**src/rtl/pwm_capture_pkg.sv**
```systemverilog
// Shared constants for the PWM capture custom instruction: register select
// codes, command bits, channel FSM encoding and status word layout.
package pwm_capture_pkg;

  // valueA[1:0] register select for plain reads
  localparam logic [1:0] SEL_HI0  = 2'd0;
  localparam logic [1:0] SEL_PER0 = 2'd1;
  localparam logic [1:0] SEL_HI1  = 2'd2;
  localparam logic [1:0] SEL_PER1 = 2'd3;

  // valueA command bit positions
  localparam int unsigned CMD_STATUS = 2;
  localparam int unsigned CMD_CLEAR  = 3;

  // Per-channel measurement FSM
  localparam logic [1:0] IDLE = 2'd0;
  localparam logic [1:0] HIGH = 2'd1;
  localparam logic [1:0] LOW  = 2'd2;

  // Status word bit positions
  localparam int unsigned STAT_V0   = 0;
  localparam int unsigned STAT_V1   = 1;
  localparam int unsigned STAT_TO0  = 2;
  localparam int unsigned STAT_TO1  = 3;
  localparam int unsigned STAT_LVL0 = 4;
  localparam int unsigned STAT_LVL1 = 5;

endpackage

```
**src/rtl/pwm_capture_channel.sv**
```systemverilog
// One PWM measurement channel: synchronizer, edge detect, high-time/period
// counters with saturation timeout, and the latched result registers.
module pwm_capture_channel
  import pwm_capture_pkg::*;
#(
  parameter int unsigned CNT_WIDTH = 21
) (
  input  logic                 clock,
  input  logic                 reset,
  input  logic                 pwm,
  input  logic                 softClr,
  input  logic                 clrValid,
  input  logic                 clrTimeout,
  output logic [CNT_WIDTH-1:0] hiReg,
  output logic [CNT_WIDTH-1:0] perReg,
  output logic                 valid,
  output logic                 timeout,
  output logic                 level
);

  localparam logic [CNT_WIDTH-1:0] CNT_ONE = {{(CNT_WIDTH-1){1'b0}}, 1'b1};

  logic                 sync1;
  logic                 sync2;
  logic                 prev;
  logic [1:0]           warm;
  logic                 armed;
  logic                 rise;
  logic                 fall;
  logic                 at_max;
  logic [1:0]           state;
  logic [CNT_WIDTH-1:0] hi_cnt;
  logic [CNT_WIDTH-1:0] per_cnt;
  logic [CNT_WIDTH-1:0] hi_tmp;

  // Edges are only trusted once sync and prev hold real samples; an input
  // already high at reset release must first go low before a rise counts.
  assign armed  = (warm == 2'd3);
  assign rise   = armed & sync2 & ~prev;
  assign fall   = armed & ~sync2 & prev;
  assign at_max = (per_cnt == '1);
  assign level  = sync2;

  // Two-flop synchronizer, previous-level flop and post-reset warm-up count
  always_ff @(posedge clock or negedge reset) begin
    if (!reset) begin
      sync1 <= 1'b0;
      sync2 <= 1'b0;
      prev  <= 1'b0;
      warm  <= '0;
    end else begin
      sync1 <= pwm;
      sync2 <= sync1;
      prev  <= sync2;
      if (!armed) warm <= warm + 2'd1;
    end
  end

  // Measurement FSM; flag clears precede the case so a same-cycle latch or
  // saturation overrides them, and soft clear overrides everything.
  always_ff @(posedge clock or negedge reset) begin
    if (!reset) begin
      state   <= IDLE;
      hi_cnt  <= '0;
      per_cnt <= '0;
      hi_tmp  <= '0;
      hiReg   <= '0;
      perReg  <= '0;
      valid   <= 1'b0;
      timeout <= 1'b0;
    end else if (softClr) begin
      state   <= IDLE;
      hi_cnt  <= '0;
      per_cnt <= '0;
      hi_tmp  <= '0;
      hiReg   <= '0;
      perReg  <= '0;
      valid   <= 1'b0;
      timeout <= 1'b0;
    end else begin
      if (clrValid)   valid   <= 1'b0;
      if (clrTimeout) timeout <= 1'b0;
      case (state)
        IDLE: begin
          if (rise) begin
            state   <= HIGH;
            hi_cnt  <= CNT_ONE;
            per_cnt <= CNT_ONE;
          end
        end
        HIGH: begin
          if (at_max) begin
            state   <= IDLE;
            timeout <= 1'b1;
          end else begin
            per_cnt <= per_cnt + CNT_ONE;
            if (fall) begin
              state  <= LOW;
              hi_tmp <= hi_cnt;
            end else begin
              hi_cnt <= hi_cnt + CNT_ONE;
            end
          end
        end
        LOW: begin
          if (rise) begin
            state   <= HIGH;
            hiReg   <= hi_tmp;
            perReg  <= per_cnt;
            valid   <= 1'b1;
            hi_cnt  <= CNT_ONE;
            per_cnt <= CNT_ONE;
          end else if (at_max) begin
            state   <= IDLE;
            timeout <= 1'b1;
          end else begin
            per_cnt <= per_cnt + CNT_ONE;
          end
        end
        default: state <= IDLE;
      endcase
    end
  end

endmodule

```
**src/rtl/pwm_capture.sv**
```systemverilog
// Two-channel pulse-width/period meter on the custom-instruction bus:
// instruction decode, read-clear strobes and the result multiplexer.
module pwm_capture
  import pwm_capture_pkg::*;
#(
  parameter logic [7:0]  customId  = 8'h00,
  parameter int unsigned CNT_WIDTH = 21
) (
  input  logic        clock,
  input  logic        reset,
  input  logic        start,
  input  logic [7:0]  ciN,
  input  logic [31:0] valueA,
  input  logic [31:0] valueB,
  input  logic [1:0]  pwmIn,
  output logic        done,
  output logic [31:0] result
);

  logic                 active;
  logic                 cmd_clear;
  logic                 cmd_status;
  logic                 cmd_read;
  logic                 clr_valid0;
  logic                 clr_valid1;
  logic [CNT_WIDTH-1:0] hi_reg0;
  logic [CNT_WIDTH-1:0] per_reg0;
  logic [CNT_WIDTH-1:0] hi_reg1;
  logic [CNT_WIDTH-1:0] per_reg1;
  logic                 valid0;
  logic                 valid1;
  logic                 timeout0;
  logic                 timeout1;
  logic                 level0;
  logic                 level1;
  logic                 unused_bits;

  assign unused_bits = ^{valueB, valueA[31:4]};

  assign active     = start && (ciN == customId);
  assign done       = active;
  assign cmd_clear  = active && valueA[CMD_CLEAR];
  assign cmd_status = active && !valueA[CMD_CLEAR] && valueA[CMD_STATUS];
  assign cmd_read   = active && !valueA[CMD_CLEAR] && !valueA[CMD_STATUS];
  assign clr_valid0 = cmd_read && (valueA[1:0] == SEL_PER0);
  assign clr_valid1 = cmd_read && (valueA[1:0] == SEL_PER1);

  pwm_capture_channel #(.CNT_WIDTH(CNT_WIDTH)) u_ch0 (
    .clock      (clock),
    .reset      (reset),
    .pwm        (pwmIn[0]),
    .softClr    (cmd_clear),
    .clrValid   (clr_valid0),
    .clrTimeout (cmd_status),
    .hiReg      (hi_reg0),
    .perReg     (per_reg0),
    .valid      (valid0),
    .timeout    (timeout0),
    .level      (level0)
  );

  pwm_capture_channel #(.CNT_WIDTH(CNT_WIDTH)) u_ch1 (
    .clock      (clock),
    .reset      (reset),
    .pwm        (pwmIn[1]),
    .softClr    (cmd_clear),
    .clrValid   (clr_valid1),
    .clrTimeout (cmd_status),
    .hiReg      (hi_reg1),
    .perReg     (per_reg1),
    .valid      (valid1),
    .timeout    (timeout1),
    .level      (level1)
  );

  // Read data: status word or zero-extended measurement, zero when idle or clearing
  always_comb begin
    result = '0;
    if (cmd_status) begin
      result[STAT_V0]   = valid0;
      result[STAT_V1]   = valid1;
      result[STAT_TO0]  = timeout0;
      result[STAT_TO1]  = timeout1;
      result[STAT_LVL0] = level0;
      result[STAT_LVL1] = level1;
    end else if (cmd_read) begin
      case (valueA[1:0])
        SEL_HI0:  result = 32'(hi_reg0);
        SEL_PER0: result = 32'(per_reg0);
        SEL_HI1:  result = 32'(hi_reg1);
        default:  result = 32'(per_reg1);
      endcase
    end
  end

endmodule

```
**config.mk**
```make
export PLATFORM = sky130hd
export DESIGN_NAME = pwm_capture
export DESIGN_NICKNAME = d
export VERILOG_FILES = /design/src/rtl/pwm_capture_pkg.sv /design/src/rtl/pwm_capture_channel.sv /design/src/rtl/pwm_capture.sv
export SDC_FILE = /design/constraint.sdc
export NUM_CORES = 1
export LEC_CHECK = 0
export ABC_AREA = 1
export ABC_CLOCK_PERIOD_IN_PS = 1900
export CAP_MARGIN = 5
export CORE_UTILIZATION = 45
export DETAILED_ROUTE_END_ITERATION = 8
export MAX_ROUTING_LAYER = met4
export PLACE_DENSITY = 0.67
export SLEW_MARGIN = 20
export SYNTH_ARGS = -nofsm -noshare
export SYNTH_HDL_FRONTEND = slang
export SYNTH_SLANG_ARGS = --single-unit
```
**constraint.sdc**
```tcl
create_clock -name clock -period 1.9 [get_ports clock]
set_input_delay 0.475 -clock clock [delete_from_list [all_inputs] [get_ports clock]]
set_output_delay 0.475 -clock clock [all_outputs]
set_load 0.01 [all_outputs]
```
==> reports/results.ini, run 1 <==
[sta]
min_period_over_period_pct = 117
rsz0062_at_grt = true
timing.final.hold_violations = 0
fin_crit_ps = 2230
fin_ws_ps = -328
finalClockSkew_ps = 12.3
report.final.slew_viol_count = 0
fmax_mhz = 449
setup_viol = 152

[routing]
vias_per_cell = 5.41
met3_length_um = 3080
met1_length_um = 17800
postRouteAntennaNets = 0
wl_met2_um = 19700
drt_wl_total_um = 41900
drt_iter0_drc = 1308
top_layer = met4
dr_total_vias = 12629
drc_errors = 0
firstDrtPassIters = 5
wire_per_inst_um = 18.0

[clocking]
clock_path_buffers = 3
cts_sinks = 228
cts_buffers = 27
cts-root-buf = clkbuf_16
htreeDepth = 1
clkTransAtPathRegs_ps = 60
cts_tree = done
clock_latency_ps = 560

[synth]
syn_area_um2 = 12500
synth-edff-count = 0
synth_most_common_cell = nand2_1
synth_top_family_by_area = simple AND/OR/NAND/NOR gates
yosys.area.top_type = dfrtp_1
yosys_warnings = 0
seq_area_frac_synth_pct = 45.5
synthMuxAreaShare_pct = 0.359
async_reset_ff_share_pct = 100
synth_compound_area_share_pct = 11.8
netlist_top_cells_area = dfrtp_1 46%, nand2_1 14%, inv_1 8.4%
yosys.cell_types.count = 44
ys_seq_elements = 228
yosys.area_share.adder_pct = 1.40
synthXorXnorAreaFrac_pct = 0.210
synth_area_per_cell_um2 = 7.29
synth_flop_cell = dfrtp_1
synth_top_area_share_pct = 45.5
synth_common_cells = 472 x nand2_1, 280 x inv_1, 228 x dfrtp_1, 144 x nor2_1, 96 x o21ai_0
synth_simple_gate_area_share_pct = 28.6
syn_inst = 1718

[final_layout]
syn2layout_area_growth_pct = 38.5
fin_cells = 2334
antenna_cells_inserted = 0
nNetsFinal = 2033
drive_gt1_share_pct = 25.6

[placed_design]
gp_congestion = 0.957
place_hpwl_um = 27200
place_ws_ps = -1370
port_buffers = 38
dp.cells = 2198

[worst_setup_path]
crit_path_end_kind = primary output
rr_startpoint = u_ch1.per_cnt[0]
cp-startpoint = ciN[4]
cp.required_ps = 1420
crit_fanout = 14
arrival_ps = 1750
critPathKind = input pin to primary output
start_kind = input pin

[global_route]
grt_max_degree = 56
overflow = 0
grt.total_usage_pct = 29.6
grt_pass1_vias = 12002
antenna_found_initial = 0
grt_first_pass_wirelength_um = 64200

[die]
dieWidth_um = 169
die_h_um = 169
die_area_um2 = 28500
core_um2 = 27100
rows = 60
initial_utilization_pct = 46.2
ios = 110

[job]
maxCapViolations = 0

[outcome]
status = finished with violations
violations = setup timing

[power]
ir_drop_mv = 0.751
power_leakage_nw = 8.30
power.density_nw_per_um2 = 1140

[min_path]
min_path_type = flop to flop
hp-start = u_ch1.sync1

==> metrics by stage <==
step | util, % | setup TNS (ps) | hold slack, ps | total power, W | instance area, µm²
floorplan | - | -1390 | 179 | 0.00854 | 12800
global placement | 53.3 | -118430 | 332 | 0.0106 | 14400
detailed placement | 53.3 | -127480 | 340 | 0.0106 | 14400
CTS | 61.7 | -23240 | 349 | 0.0190 | 16700
global route | 64.0 | -43140 | 362 | 0.0205 | 17400
finish | 64.0 | -31160 | 354 | 0.0197 | 17400
==> worst max-delay path, cell delays in order <==
cell and delay [ps]:
buf_8 100, nor2_4 130, nand2_2 90, nor2_4 100
nand2_2 60, inv_2 60, nand2_2 60, nor2_4 120
inv_4 70, buf_12 150, a41oi_2 150, buf_2 160
==> final timing paths <==
path / to / slack, ps / depth (start not counted)
min reg2reg: u_ch1.level / 350 / 0
max reg2reg: u_ch1.per_cnt[3] / -110 / 12
min in group asynchronous: u_ch0.hi_cnt[17] / 430 / 2
max: result[7] / -330 / 12
min: u_ch1.level / 350 / 0
max in group asynchronous: u_ch1.hiReg[3] / 860 / 3
==> what timing repair did <==
action	in CTS	in global routing
endpoints found under the hold margin	41	0
buffers inserted	65	13
gates cloned	11	9
pin swaps	41	36
hold buffers	1	0
resized for setup	296	113
endpoints found under the setup margin	127	215
==> cell usage in the layout, fill, tap and decap left out, types with 6 or more instances in the layout <==
| cell | count |
|---|---|
| nand2_1 | 449 |
| inv_1 | 273 |
| dfrtp_1 | 227 |
| buf_4 | 138 |
| nor2_1 | 116 |
| o21ai_0 | 82 |
| nand3_1 | 71 |
| nand4_1 | 56 |
| buf_6 | 45 |
| nor3_1 | 37 |
| o22ai_1 | 34 |
| clkbuf_16 | 34 |
| o21ai_1 | 30 |
| o21ai_2 | 27 |
| buf_12 | 26 |
| nand2_2 | 23 |
| nor2_4 | 20 |
| nor2_2 | 19 |
| a31oi_1 | 19 |
| buf_2 | 17 |
| inv_2 | 13 |
| nand3_2 | 13 |
| a21oi_1 | 13 |
| a21oi_2 | 11 |
| ha_1 | 11 |
| conb_1 | 11 |
| buf_8 | 10 |
| a41oi_2 | 9 |
| nand3_4 | 9 |
| o22ai_2 | 8 |
| clkbuf_8 | 7 |
| buf_16 | 7 |
| inv_4 | 6 |
| bufinv_16 | 6 |
==> state kept, by name, indices dropped and copies added (netlist names), 2 cells and up <==
signal and count:
u_ch1.hi_tmp 21, u_ch1.hi_cnt 21, u_ch0.state 2, u_ch1.per_cnt 21, u_ch0.hiReg 21, u_ch1.state 2, u_ch1.warm 2, u_ch1.hiReg 21
u_ch0.per_cnt 21, u_ch1.perReg 21, u_ch0.warm 2, u_ch0.hi_tmp 21, u_ch0.perReg 21, u_ch0.hi_cnt 21
==> report_power, final <==
part           total, W  switching [W]  internal (W)  leakage (nW)
Clock           0.00589        0.00219       0.00370         0.493
Combinational   0.00822        0.00453       0.00369          4.71
Sequential      0.00563       0.000333       0.00530          3.10
==> routing by layer <==
| metal | vias up | track usage [%] |
|---|---|---|
| met5 | - | - |
| met4 | 0 | 8.58 |
| met3 | 103 | 3.95 |
| met2 | 487 | 47.0 |
| met1 | 6083 | 39.6 |
| li1 | 5956 | - |
==> kinds of logic (layout without fill, tap and decap cells) <==
family                   after synthesis  in the layout
flip-flops                           228            228
multiplexers                           4              4
adder cells (fa/ha/maj)               14             14
AO/OA/AOI/OAI                        260            260
XOR/XNOR                               3              3
other                                  1             11
buffers and inverters                373            606
AND/OR/NAND/NOR                      835            836
==> area by class of cell <==
| type | instances | area (µm²) |
|---|---|---|
| fill | 2202 | 9750 |
| tap | 372 | 465 |
| clock buffer | 37 | 783 |
| inverter | 296 | 1150 |
| sequential | 228 | 5710 |
| timing repair buffer | 260 | 2760 |
| multi-input combinational | 1128 | 6250 |
| timing repair inverter | 1 | 7.51 |
| clock inverter | 12 | 230 |
No activity file was read; power rests on OpenSTA's default activity.
==> run 2: changes to the inputs <==
--- a/config.mk
+++ b/config.mk
@@ -10,7 +10,6 @@
 export CAP_MARGIN = 5
 export CORE_UTILIZATION = 45
 export DETAILED_ROUTE_END_ITERATION = 8
-export MAX_ROUTING_LAYER = met4
 export PLACE_DENSITY = 0.67
 export SLEW_MARGIN = 20
 export SYNTH_ARGS = -nofsm -noshare
==> run 2 against run 1 <==
  * The flow still finishes with violations (setup timing)
  * Sequential power barely moved
  * Total power is 13% lower
  * Design area down 6.8%
  * Register-to-register slack improved by 150 ps
  * First-iteration DRC count down 22%
  * Wire length decreased by 6.7%
  * Worst setup slack worse by 22 ps
  * Critical path depth unchanged
  * Die area unchanged
  * Largest cell class unchanged
==> reports/results.ini, run 2 (synthesized netlist as in run 1, its figures left out) <==
[outcome]
status = finished with violations
violations = setup timing

[worst_setup_path]
cp-startpoint = ciN[5]
critPathKind = input pin to primary output
rr_startpoint = u_ch0.warm[0]
start_kind = input pin
crit_path_end_kind = primary output
crit_fanout = 4
arrival_ps = 1780
cp.required_ps = 1420

[job]
maxCapViolations = 0

[clocking]
htreeDepth = 1
clkTransAtPathRegs_ps = 60
cts_buffers = 26
cts_sinks = 228
clock_path_buffers = 3
cts_tree = done
clock_latency_ps = 530
cts-root-buf = clkbuf_16

[die]
die_area_um2 = 28500
core_um2 = 27100
die_h_um = 169
rows = 60
initial_utilization_pct = 46.2
ios = 110
dieWidth_um = 169

[sta]
setup_viol = 21
min_period_over_period_pct = 118
finalClockSkew_ps = 6.55
report.final.slew_viol_count = 0
hold_ws_ps = 346
fin_crit_ps = 2250
rsz0062_at_grt = true
timing.final.hold_violations = 0
fmax_mhz = 444
fin_ws_ps = -350

[final_layout]
syn2layout_area_growth_pct = 29.1
seq_area_um2 = 5710
multiInputGateArea_um2 = 5900
fin_util_pct = 59.7
nNetsFinal = 1989
fillers = 2485
antenna_cells_inserted = 0
final_area_um2 = 16200
drive_gt1_share_pct = 19.8
final_cell_mix = 461 x nand2_1, 270 x inv_1, 227 x dfrtp_1, 138 x buf_4, 125 x nor2_1
final_common_cell = nand2_1

[power]
ir_drop_mv = 0.750
power.density_nw_per_um2 = 1060
power_leakage_nw = 7.82
power.total_w = 0.0172

[global_route]
grt.total_usage_pct = 27.1
grt_max_degree = 58
overflow = 0
antenna_found_initial = 0
grt_pass1_vias = 11394
grt_first_pass_wirelength_um = 60700

[placed_design]
place_area_um2 = 14400
port_buffers = 38
place_hpwl_um = 27200
gp_congestion = 0.930

[routing]
postRouteAntennaNets = 0
wire_per_inst_um = 17.1
dr_total_vias = 12084
vias_per_cell = 5.28
drc_errors = 0
drt_iter0_drc = 1021
drt_wl_total_um = 39100
firstDrtPassIters = 6

[min_path]
hp-start = u_ch0.sync1
min_path_type = flop to flop

## run 2: per-stage QoR
| stage | TNS [ps] | setup slack, ps | instances |
|---|---|---|---|
| finish | -6100 | -350 | 2289 |
| floorplan | -1390 | -75.1 | 1728 |
| CTS | -5890 | -332 | 2266 |
| global route | -7760 | -394 | 2289 |
| global placement | -120710 | -1310 | 2196 |
| detailed placement | -122870 | -1320 | 2196 |
## run 2: worst paths after layout
kind                                     end  slack [ps]  cells after the start
setup / recovery                   result[8]        -350                     12
hold / removal                   u_ch0.level         350                      0
setup reg to reg             u_ch0.perReg[3]          40                     12
hold reg to reg                  u_ch0.level         350                      0
max in group asynchronous  u_ch1.per_cnt[13]         860                      3
min in group asynchronous   u_ch0.hi_cnt[17]         440                      2
## run 2: repair_timing
item	4_1_cts	5_1_grt
gates cloned	4	9
endpoints found under the hold margin	38	0
endpoints found under the setup margin	128	186
buffers inserted	18	16
gates resized for setup	175	70
pin swaps	17	15
hold buffers	1	0
## run 2: where the power goes
group          switching, W  internal [W]  total [W]
Combinational       0.00362       0.00249    0.00611
Sequential         0.000342       0.00530    0.00564
Clock               0.00203       0.00337    0.00540
Total               0.00599        0.0112     0.0172
## run 2: per-layer routing
layer  wire length [µm]  part of all wire, %  global-route usage [%]  vias up
li1                   -                    -                       -     5853
met1              17400                   44                    37.7     5787
met2              17800                   46                    42.9      360
met3               2580                  6.6                    4.77       84
met4               1330                  3.4                    8.74        0
met5                  0                    0                       0        -
## run 2: final cells by class
type | instances | share of cell area (%)
Clock buffer | 39 | 4.83
Clock inverter | 8 | 0.882
Inverter | 296 | 6.97
Multi-Input combinational cell | 1130 | 36.5
Sequential cell | 228 | 35.3
Tap cell | 372 | 2.88
Timing Repair Buffer | 216 | 12.7
## run 2: critical path, cell delays in order
cell and delay (ps):
buf_4 130, nor2_4 90, nand2_2 80, nor2_4 120, nand2_2 60, inv_2 60, nand2_2 60, nor2_4 130
inv_6 90, buf_6 140, a41oi_2 180, buf_2 170
==> run 3: changes to the inputs <==
--- a/config.mk
+++ b/config.mk
@@ -7,9 +7,10 @@
 export LEC_CHECK = 0
 export ABC_AREA = 1
 export ABC_CLOCK_PERIOD_IN_PS = 1900
-export CAP_MARGIN = 5
+export CAP_MARGIN = 20
 export CORE_UTILIZATION = 45
 export DETAILED_ROUTE_END_ITERATION = 8
+export GPL_ROUTABILITY_DRIVEN = 1
 export PLACE_DENSITY = 0.67
 export SLEW_MARGIN = 20
 export SYNTH_ARGS = -nofsm -noshare
==> results of run 3 <==
Final layout, timing and power as in run 2 (identical DEF).
